## config.mk

```make
export PLATFORM = sky130hd
export DESIGN_NAME = corelet_ctrl
export DESIGN_NICKNAME = d
export VERILOG_FILES = /design/src/rtl/corelet_ctrl.sv
export SDC_FILE = /design/constraint.sdc
export NUM_CORES = 1
export LEC_CHECK = 0
export CORE_MARGIN = 1.5
export CORE_UTILIZATION = 50
export CTS_CLUSTER_SIZE = 16
export DETAILED_ROUTE_END_ITERATION = 8
export GPL_TIMING_DRIVEN = 0
export PLACE_DENSITY = 0.78
export SYNTH_ARGS = -nofsm -noshare
export SYNTH_HDL_FRONTEND = slang
export SYNTH_SLANG_ARGS = --single-unit
```

## constraint.sdc

```tcl
create_clock -name clk -period 5.5 [get_ports clk]
set_input_delay 1.1 -clock clk [delete_from_list [all_inputs] [get_ports clk]]
set_output_delay 1.1 -clock clk [all_outputs]
set_load 0.05 [all_outputs]
```

## src/rtl/corelet_ctrl.sv

```systemverilog
// corelet_ctrl: sequences the 34-bit corelet instruction word through one tile pass
// (weight fetch, kernel load, flush, activation fetch + execute, OFIFO drain).
//
// state   | meaning
// IDLE    | waiting for start with nonzero n_vec
// W_RD    | weight SRAM reads into L0 (row reads plus one write-tail cycle)
// K_LOAD  | kernel load from L0 into the MAC array
// K_FLUSH | pipeline flush, instruction word idle
// X_RD    | activation SRAM reads into L0 (n_vec reads plus write tail)
// EXEC    | execute, OFIFO reads allowed
// DRAIN   | finish OFIFO reads, watchdog running
// DONE    | one-cycle done pulse
module corelet_ctrl #(
  parameter int row       = 8,
  parameter int col       = 8,
  parameter int cnt_bw    = 8,
  parameter int addr_bw   = 11,
  parameter int kflush    = 16,
  parameter int drain_max = 64
) (
  input  logic               clk,
  input  logic               reset,
  input  logic               start,
  input  logic [cnt_bw-1:0]  n_vec,
  input  logic [addr_bw-1:0] w_base,
  input  logic [addr_bw-1:0] x_base,
  input  logic               ofifo_valid,
  output logic [33:0]        inst,
  output logic               sram_ren,
  output logic [addr_bw-1:0] sram_addr,
  output logic               busy,
  output logic               done,
  output logic               err,
  output logic [cnt_bw-1:0]  rd_cnt
);

  // One shared down-counter times every fixed-length phase; size it for the longest.
  localparam int tmr_a  = (row > col) ? row : col;
  localparam int tmr_b  = (kflush > tmr_a) ? kflush : tmr_a;
  localparam int tmr_c  = ((2 ** cnt_bw) > tmr_b) ? (2 ** cnt_bw) : tmr_b;
  localparam int tmr_bw = $clog2(tmr_c + 1);
  localparam int wd_bw  = $clog2(drain_max + 1);

  typedef enum logic [2:0] {
    IDLE, W_RD, K_LOAD, K_FLUSH, X_RD, EXEC, DRAIN, DONE
  } state_t;

  state_t             state;
  logic [tmr_bw-1:0]  tmr;
  logic [wd_bw-1:0]   wdog;
  logic [cnt_bw-1:0]  n_vec_q;
  logic [addr_bw-1:0] x_base_q;
  logic               inst_kl;
  logic               inst_ex;
  logic               inst_wr;
  logic               inst_rd;
  logic               inst_acc;
  logic               rd_fire;

  // OFIFO read is combinational so a row is popped the same cycle it is offered.
  assign rd_fire = ofifo_valid && (rd_cnt < n_vec_q) &&
                   ((state == EXEC) || (state == DRAIN));

  assign inst = {inst_acc, 26'b0, rd_fire, 2'b0, inst_rd, inst_wr, inst_ex, inst_kl};

  always_ff @(posedge clk or posedge reset) begin
    if (reset) begin
      state     <= IDLE;
      tmr       <= '0;
      wdog      <= '0;
      n_vec_q   <= '0;
      x_base_q  <= '0;
      inst_kl   <= 1'b0;
      inst_ex   <= 1'b0;
      inst_wr   <= 1'b0;
      inst_rd   <= 1'b0;
      inst_acc  <= 1'b0;
      sram_ren  <= 1'b0;
      sram_addr <= '0;
      busy      <= 1'b0;
      done      <= 1'b0;
      err       <= 1'b0;
      rd_cnt    <= '0;
    end else begin
      done     <= 1'b0;
      inst_wr  <= sram_ren;
      inst_acc <= rd_fire;
      if (rd_fire) begin
        rd_cnt <= rd_cnt + cnt_bw'(1);
      end

      case (state)
        IDLE: begin
          if (start && (n_vec != '0)) begin
            state     <= W_RD;
            busy      <= 1'b1;
            n_vec_q   <= n_vec;
            x_base_q  <= x_base;
            rd_cnt    <= '0;
            err       <= 1'b0;
            tmr       <= tmr_bw'(row);
            sram_ren  <= 1'b1;
            sram_addr <= w_base;
          end
        end

        W_RD: begin
          if (tmr > tmr_bw'(1)) begin
            sram_ren  <= 1'b1;
            sram_addr <= sram_addr + addr_bw'(1);
          end else begin
            sram_ren <= 1'b0;
          end
          if (tmr == '0) begin
            state   <= K_LOAD;
            tmr     <= tmr_bw'(col - 1);
            inst_kl <= 1'b1;
            inst_rd <= 1'b1;
          end else begin
            tmr <= tmr - tmr_bw'(1);
          end
        end

        K_LOAD: begin
          if (tmr == '0) begin
            state   <= K_FLUSH;
            tmr     <= tmr_bw'(kflush - 1);
            inst_kl <= 1'b0;
            inst_rd <= 1'b0;
          end else begin
            tmr <= tmr - tmr_bw'(1);
          end
        end

        K_FLUSH: begin
          if (tmr == '0) begin
            state     <= X_RD;
            tmr       <= tmr_bw'(n_vec_q);
            sram_ren  <= 1'b1;
            sram_addr <= x_base_q;
          end else begin
            tmr <= tmr - tmr_bw'(1);
          end
        end

        X_RD: begin
          if (tmr > tmr_bw'(1)) begin
            sram_ren  <= 1'b1;
            sram_addr <= sram_addr + addr_bw'(1);
          end else begin
            sram_ren <= 1'b0;
          end
          if (tmr == '0) begin
            state   <= EXEC;
            tmr     <= tmr_bw'(n_vec_q) - tmr_bw'(1);
            inst_ex <= 1'b1;
            inst_rd <= 1'b1;
          end else begin
            tmr <= tmr - tmr_bw'(1);
          end
        end

        EXEC: begin
          if (tmr == '0) begin
            state   <= DRAIN;
            inst_ex <= 1'b0;
            inst_rd <= 1'b0;
            wdog    <= '0;
          end else begin
            tmr <= tmr - tmr_bw'(1);
          end
        end

        // Full count means the last read already happened, so its accumulate pulse is out now.
        DRAIN: begin
          if (rd_cnt == n_vec_q) begin
            state <= DONE;
            done  <= 1'b1;
          end else if (rd_fire) begin
            wdog <= '0;
          end else if (wdog == wd_bw'(drain_max - 1)) begin
            state <= DONE;
            done  <= 1'b1;
            err   <= 1'b1;
          end else begin
            wdog <= wdog + wd_bw'(1);
          end
        end

        DONE: begin
          state <= IDLE;
          busy  <= 1'b0;
        end

        default: begin
          state <= IDLE;
          busy  <= 1'b0;
        end
      endcase
    end
  end

endmodule

```

==> impl_metrics.yaml, run 1 <==
clock_network:
  cts_sinks: 66
  clk_latency_ps: 360
  cts-htree-levels: 3
  cts_buffers: 9
  clk_pin_slew_ps: 80
  ctsLongestPathBuffers: 2
  cts_hold_buf: 0
  cts_tree: "built"
  postCtsSetupBuffers: 0
  clockRootBuffer: "clkbuf_8"
  cts.repair.resized: 0
timing:
  finalMaxSlewViolations: 0
  slew_headroom_pct: 41.0
  max_freq_ghz: 0.204
  finalSetupViolCount: 0
  rsz0062_at_grt: "no"
  clock_skew_ps: 8.99
  tightest_slew_ps: 877
  setup_tns_ps: 0
  hold_viol_final: 0
  period_minus_slack_ps: 4900
  period_share_pct: 89.1
synth:
  yosysTopAreaCell: "dfrtp_1"
  synth_top_area_share_pct: 37.7
  synth_edf_count: 0
  async_flop_share_pct: 100
  synthCells: 523
  syn_area_per_cell_um2: 8.37
  synthTopCellsByArea: "dfrtp_1 38%, nand2_1 7.0%, buf_4 5.8%"
  yosys_warnings: 0
  syn-cell-area_um2: 4380
  ys_ff_latch: 66
  synth_cell_types: 69
  seq_area_frac_synth_pct: 37.7
  synth_top_flop_cell: "dfrtp_1"
final_layout:
  fin_cells: 734
  area_delta_synth_final_pct: 25.0
  final_nets: 672
  final_common_cell: "nand2_1"
  multi_input_area_um2: 2350
  layout_common_cells: "82 x nand2_1, 66 x dfrtp_1, 62 x clkdlybuf4s50_1, 40 x nor2_1, 39 x o21ai_0"
  num-fill-cells: 702
  seq_area_um2: 1650
  final_layout_size_suffix_gt1_share_pct: 12.1
  n_antenna_cell: 0
die:
  die_h_um: 96.6
  design.core.area_um2: 8340
  fp.dieW_um: 96.6
  initial_core_util_pct: 52.5
  io_pins: 91
  die_area_um2: 9330
  num_rows: 33
critical_path:
  crit_required_ps: 4400
  start_kind: "primary input"
  path_class: "primary input to output port"
  cp_data_arrival_time_ps: 3800
  cp_max_fo: 7
  crit_path_end_kind: "output port"
power:
  vdd_ir_drop_max_uv: 128
  power_frac_comb_pct: 10.9
  netSwitchingFraction_pct: 25.6
  power.internal_mw: 0.804
  netSwitchingPower_mw: 0.277
  power_leakage_nw: 2.52
  seqPwrFrac_pct: 46.3
  pwr-share-clk_pct: 42.8
  power_density_nw_per_um2: 197
  power_mw: 1.08
placed_design:
  placed_cells: 718
  gp_congestion: 0.908
  io_buffers: 62
  dp_hpwl_um: 9020
global_routing:
  track_usage_pct: 26.7
  grt_max_degree: 35
  grt_pass1_vias: 3708
  grt_overflow: 0
  grt_pass1_wl_um: 18600
  antenna_found_initial: 0
detailed_routing:
  vias_per_cell: 5.83
  drcViolationCount: 0
  dr_total_vias: 4277
  dr.pass1.iters: 5
  totalWireLength_um: 12000
  ant_nets: 0
  routed_wire_length_per_instance_um: 16.3
  drtIter0Drc: 424
worst_hold_path:
  hp-class: "flop to flop"
run:
  maxCapViolations: 0
run_status:
  status: "completed"
-- synth_stat cells (4+ instances only) --
master and number:
a211oi_1 7, a21o_1 4, a21oi_1 27, a32o_1 4
and3_1 11, buf_4 34, buf_6 5, clkbuf_1 15
dfrtp_1 66, ha_1 14, inv_1 23, nand2_1 82
nand3_1 20, nand4_1 8, nor2_1 40, nor2b_1 4
nor3_1 10, nor4_1 5, o211ai_1 6, o21ai_0 39
o21ai_1 9, o221ai_1 5, o31ai_1 5, or2_2 4
or3_1 5, xnor2_1 5, xor2_1 6
-- cell type report --
type / instances / area share [%]
inverter: 23 / 1.58
sequential: 66 / 30.2
clock buffer: 11 / 2.58
multi-input combinational: 405 / 43.0
buffer: 56 / 7.07
timing repair buffer: 63 / 11.7
tap: 105 / 2.40
clock inverter: 5 / 1.42
-- through the flow --
| stage | hold slack (ps) | utilization (%) | cell area (um^2) | setup WS, ps |
|---|---|---|---|---|
| finish | 427 | 65.6 | 5470 | 598 |
| global route | 448 | 65.6 | 5470 | 524 |
| CTS | 434 | 65.6 | 5470 | 662 |
| detailed placement | 416 | 63.0 | 5250 | 672 |
| global placement | 390 | 62.7 | 5230 | 739 |
| floorplan | 440 | - | 4480 | 2180 |
-- power groups by stage --
stage / Clock [mW] / Combinational, mW / Sequential [mW]
after detailed placement: 0 / 0.116 / 0.510
after global routing: 0.488 / 0.127 / 0.501
final: 0.462 / 0.117 / 0.501
after CTS: 0.465 / 0.117 / 0.500
after floorplan: 0 / 0.0812 / 0.507
after global placement: 0 / 0.113 / 0.510
-- routing by layer --
metal  vias to the layer above  global-route usage (%)  wire length (um)
met4                         0                    10.5               236
met1                      2040                    37.7              5300
li1                       2007                       -                 -
met2                       205                    40.0              5490
met5                         -                       0                 0
met3                        25                    5.40               940
-- critical path: stages --
cell and delay (ps):
clkdlybuf4s50_1 480, nand4b_1 100, a211oi_1 670, nand2_1 300, inv_1 220, buf_4 130
clkdlybuf4s50_1 790
-- cell families after synthesis --
family / after synthesis / synth area share (%)
xor+xnor: 11 / 2.20
fa+ha+maj: 14 / 4.00
other cells: 1 / 0.0857
simple gates: 211 / 23.6
compound gates: 138 / 20.9
buf+inv: 79 / 10.8
flops: 66 / 37.7
mux: 3 / 0.686
-- flip-flops by register name, summed over array words and instances, names as in the netlist, 3 cells and up --
register and cells:
sram_addr 11, x_base_q 11, tmr 9, n_vec_q 8
rd_cnt 8, wdog 7, state 3
-- path summary, 6_finish.rpt --
check	startpoint	end	cells after the start	slack, ps
max in group asynchronous	reset	inst_rd$_DFFE_PP0P_	3	3690
worst max register to register	tmr[0]$_DFFE_PP0P_	sram_addr[3]$_DFFE_PP0P_	9	2590
worst min register to register	sram_ren$_DFFE_PP0P_	inst_wr$_DFF_PP0_	0	430
worst min-delay path	sram_ren$_DFFE_PP0P_	inst_wr$_DFF_PP0_	0	430
min in group asynchronous	reset	rd_cnt[1]$_DFF_PP0_	2	1180
worst max-delay path	ofifo_valid	inst[6]	7	600
Note: power is estimated with default switching activity, not from simulation.
==> inputs of run 2 (changes only) <==
--- a/config.mk
+++ b/config.mk
@@ -5,11 +5,12 @@
 export SDC_FILE = /design/constraint.sdc
 export NUM_CORES = 1
 export LEC_CHECK = 0
-export CORE_MARGIN = 1.5
+export CORE_MARGIN = 5
 export CORE_UTILIZATION = 50
 export CTS_CLUSTER_SIZE = 16
 export DETAILED_ROUTE_END_ITERATION = 8
 export GPL_TIMING_DRIVEN = 0
+export HOLD_SLACK_MARGIN = 0.02
 export PLACE_DENSITY = 0.78
 export SYNTH_ARGS = -nofsm -noshare
 export SYNTH_HDL_FRONTEND = slang
==> impl_metrics.yaml, run 2 (same netlist as run 1, synthesis figures left out) <==
detailed_routing:
  routed_wire_length_per_instance_um: 17.0
  ant_nets: 0
  vias_per_cell: 5.67
  drtIter0Drc: 237
  drcViolationCount: 0
  dr.pass1.iters: 5
  totalWireLength_um: 12500
  dr_total_vias: 4170
final_layout:
  area_delta_synth_final_pct: 24.5
  final_nets: 672
  largest_registers: "sram_addr: 11 flops, x_base_q: 11 flops, tmr: 9 flops"
  final_common_cell: "nand2_1"
  n_antenna_cell: 0
  layout_common_cells: "82 x nand2_1, 66 x dfrtp_1, 62 x clkdlybuf4s50_1, 40 x nor2_1, 39 x o21ai_0"
  final_layout_size_suffix_gt1_share_pct: 11.9
clock_network:
  cts_tree: "built"
  clk_pin_slew_ps: 80
  cts_sinks: 66
  clockRootBuffer: "clkbuf_8"
  clk_latency_ps: 350
  ctsLongestPathBuffers: 2
  postCtsSetupBuffers: 0
  cts.repair.resized: 0
  cts_hold_buf: 0
  cts_buffers: 9
  cts-htree-levels: 3
timing:
  clock_skew_ps: 12.4
  finalSetupViolCount: 0
  setup_tns_ps: 0
  hold_viol_final: 0
  rsz0062_at_grt: "no"
  slew_headroom_pct: 38.7
  tightest_slew_ps: 912
  finalMaxSlewViolations: 0
  max_freq_ghz: 0.204
  period_share_pct: 89.3
  fin_hold_ws_ps: 426
  period_minus_slack_ps: 4910
global_routing:
  grt_max_degree: 36
  antenna_found_initial: 0
  grt_pass1_vias: 4072
  grt_pass1_wl_um: 20700
  track_usage_pct: 23.1
  grt_overflow: 0
worst_hold_path:
  hp-class: "flop to flop"
  min_from: "sram_ren$_DFFE_PP0P_"
power:
  netSwitchingFraction_pct: 26.5
  vdd_ir_drop_max_uv: 119
  power.internal_mw: 0.758
  netSwitchingPower_mw: 0.273
  seqPwrFrac_pct: 48.6
  power_leakage_nw: 2.51
  power_frac_comb_pct: 11.4
  power_density_nw_per_um2: 189
  pwr-share-clk_pct: 40.0
critical_path:
  cp_data_arrival_time_ps: 3810
  startpoint: "ofifo_valid"
  r2r-end: "sram_addr[3]$_DFFE_PP0P_"
  cp_max_fo: 7
  start_kind: "primary input"
  timing.rr.start: "tmr[0]$_DFFE_PP0P_"
  crit_path_end_kind: "output port"
  path_class: "primary input to output port"
  reg2reg_depth: 9
  r2r_slack_ps: 2580
  crit_required_ps: 4400
  endpoint: "inst[6]"
die:
  num_rows: 34
  design.core.area_um2: 8640
  die_h_um: 104
  fp.dieW_um: 104
  die_area_um2: 10700
  io_pins: 91
  initial_core_util_pct: 50.7
placed_design:
  dp_hpwl_um: 9330
  io_buffers: 62
  gp_congestion: 0.952
run_status:
  status: "completed"
run:
  maxCapViolations: 0
-- run 2: cell count changes in the layout (fill, tap and decap cells not counted), sizes merged --
cell and change:
bufinv -1, clkinv +1, clkinvlp -1
-- run 2: layout make-up --
| class | count | area (um^2) |
|---|---|---|
| fill | 749 | 3190 |
| multi-input combinational | 405 | 2350 |
| sequential | 66 | 1650 |
| timing repair buffer | 63 | 641 |
| buffer | 56 | 387 |
| clock buffer | 11 | 141 |
| tap | 108 | 135 |
| inverter | 23 | 86.3 |
| clock inverter | 4 | 52.6 |
-- run 2: worst max-delay path: stages --
cell and delay (ps):
clkdlybuf4s50_1 470, nand4b_1 110, a211oi_1 730, nand2_1 260, inv_1 210, buf_4 130
clkdlybuf4s50_1 790
-- run 2: how the worst min path moves through the flow --
stage	depth (start not counted)	end
global route	0	inst_wr$_DFF_PP0_
CTS	0	inst_wr$_DFF_PP0_
global placement	0	inst_wr$_DFF_PP0_
detailed placement	0	inst_wr$_DFF_PP0_
floorplan	2	x_base_q[2]$_DFFE_PP0P_
finish	0	inst_wr$_DFF_PP0_
-- run 2: power groups by stage --
stage | clock (mW) | sequential (mW) | combinational (mW)
floorplan | 0 | 0.507 | 0.0812
global placement | 0 | 0.510 | 0.113
detailed placement | 0 | 0.510 | 0.117
CTS | 0.418 | 0.500 | 0.117
global route | 0.444 | 0.502 | 0.127
finish | 0.412 | 0.501 | 0.118
-- run 2: routing by layer --
metal	wire length, um	track usage (%)
met2	6060	37.8
met1	5460	31.3
met5	0	0
met3	830	4.23
met4	133	6.65
-- run 2: stage by stage --
step | cells | worst slack (ps) | util [%] | power [mW] | instance area, um^2
floorplan | 550 | 2180 | - | 0.588 | 4480
global placement | 720 | 717 | 60.6 | 0.623 | 5240
detailed placement | 721 | 561 | 60.9 | 0.627 | 5260
CTS | 736 | 557 | 63.1 | 1.04 | 5450
global route | 736 | 454 | 63.1 | 1.07 | 5450
finish | 736 | 590 | 63.1 | 1.03 | 5450
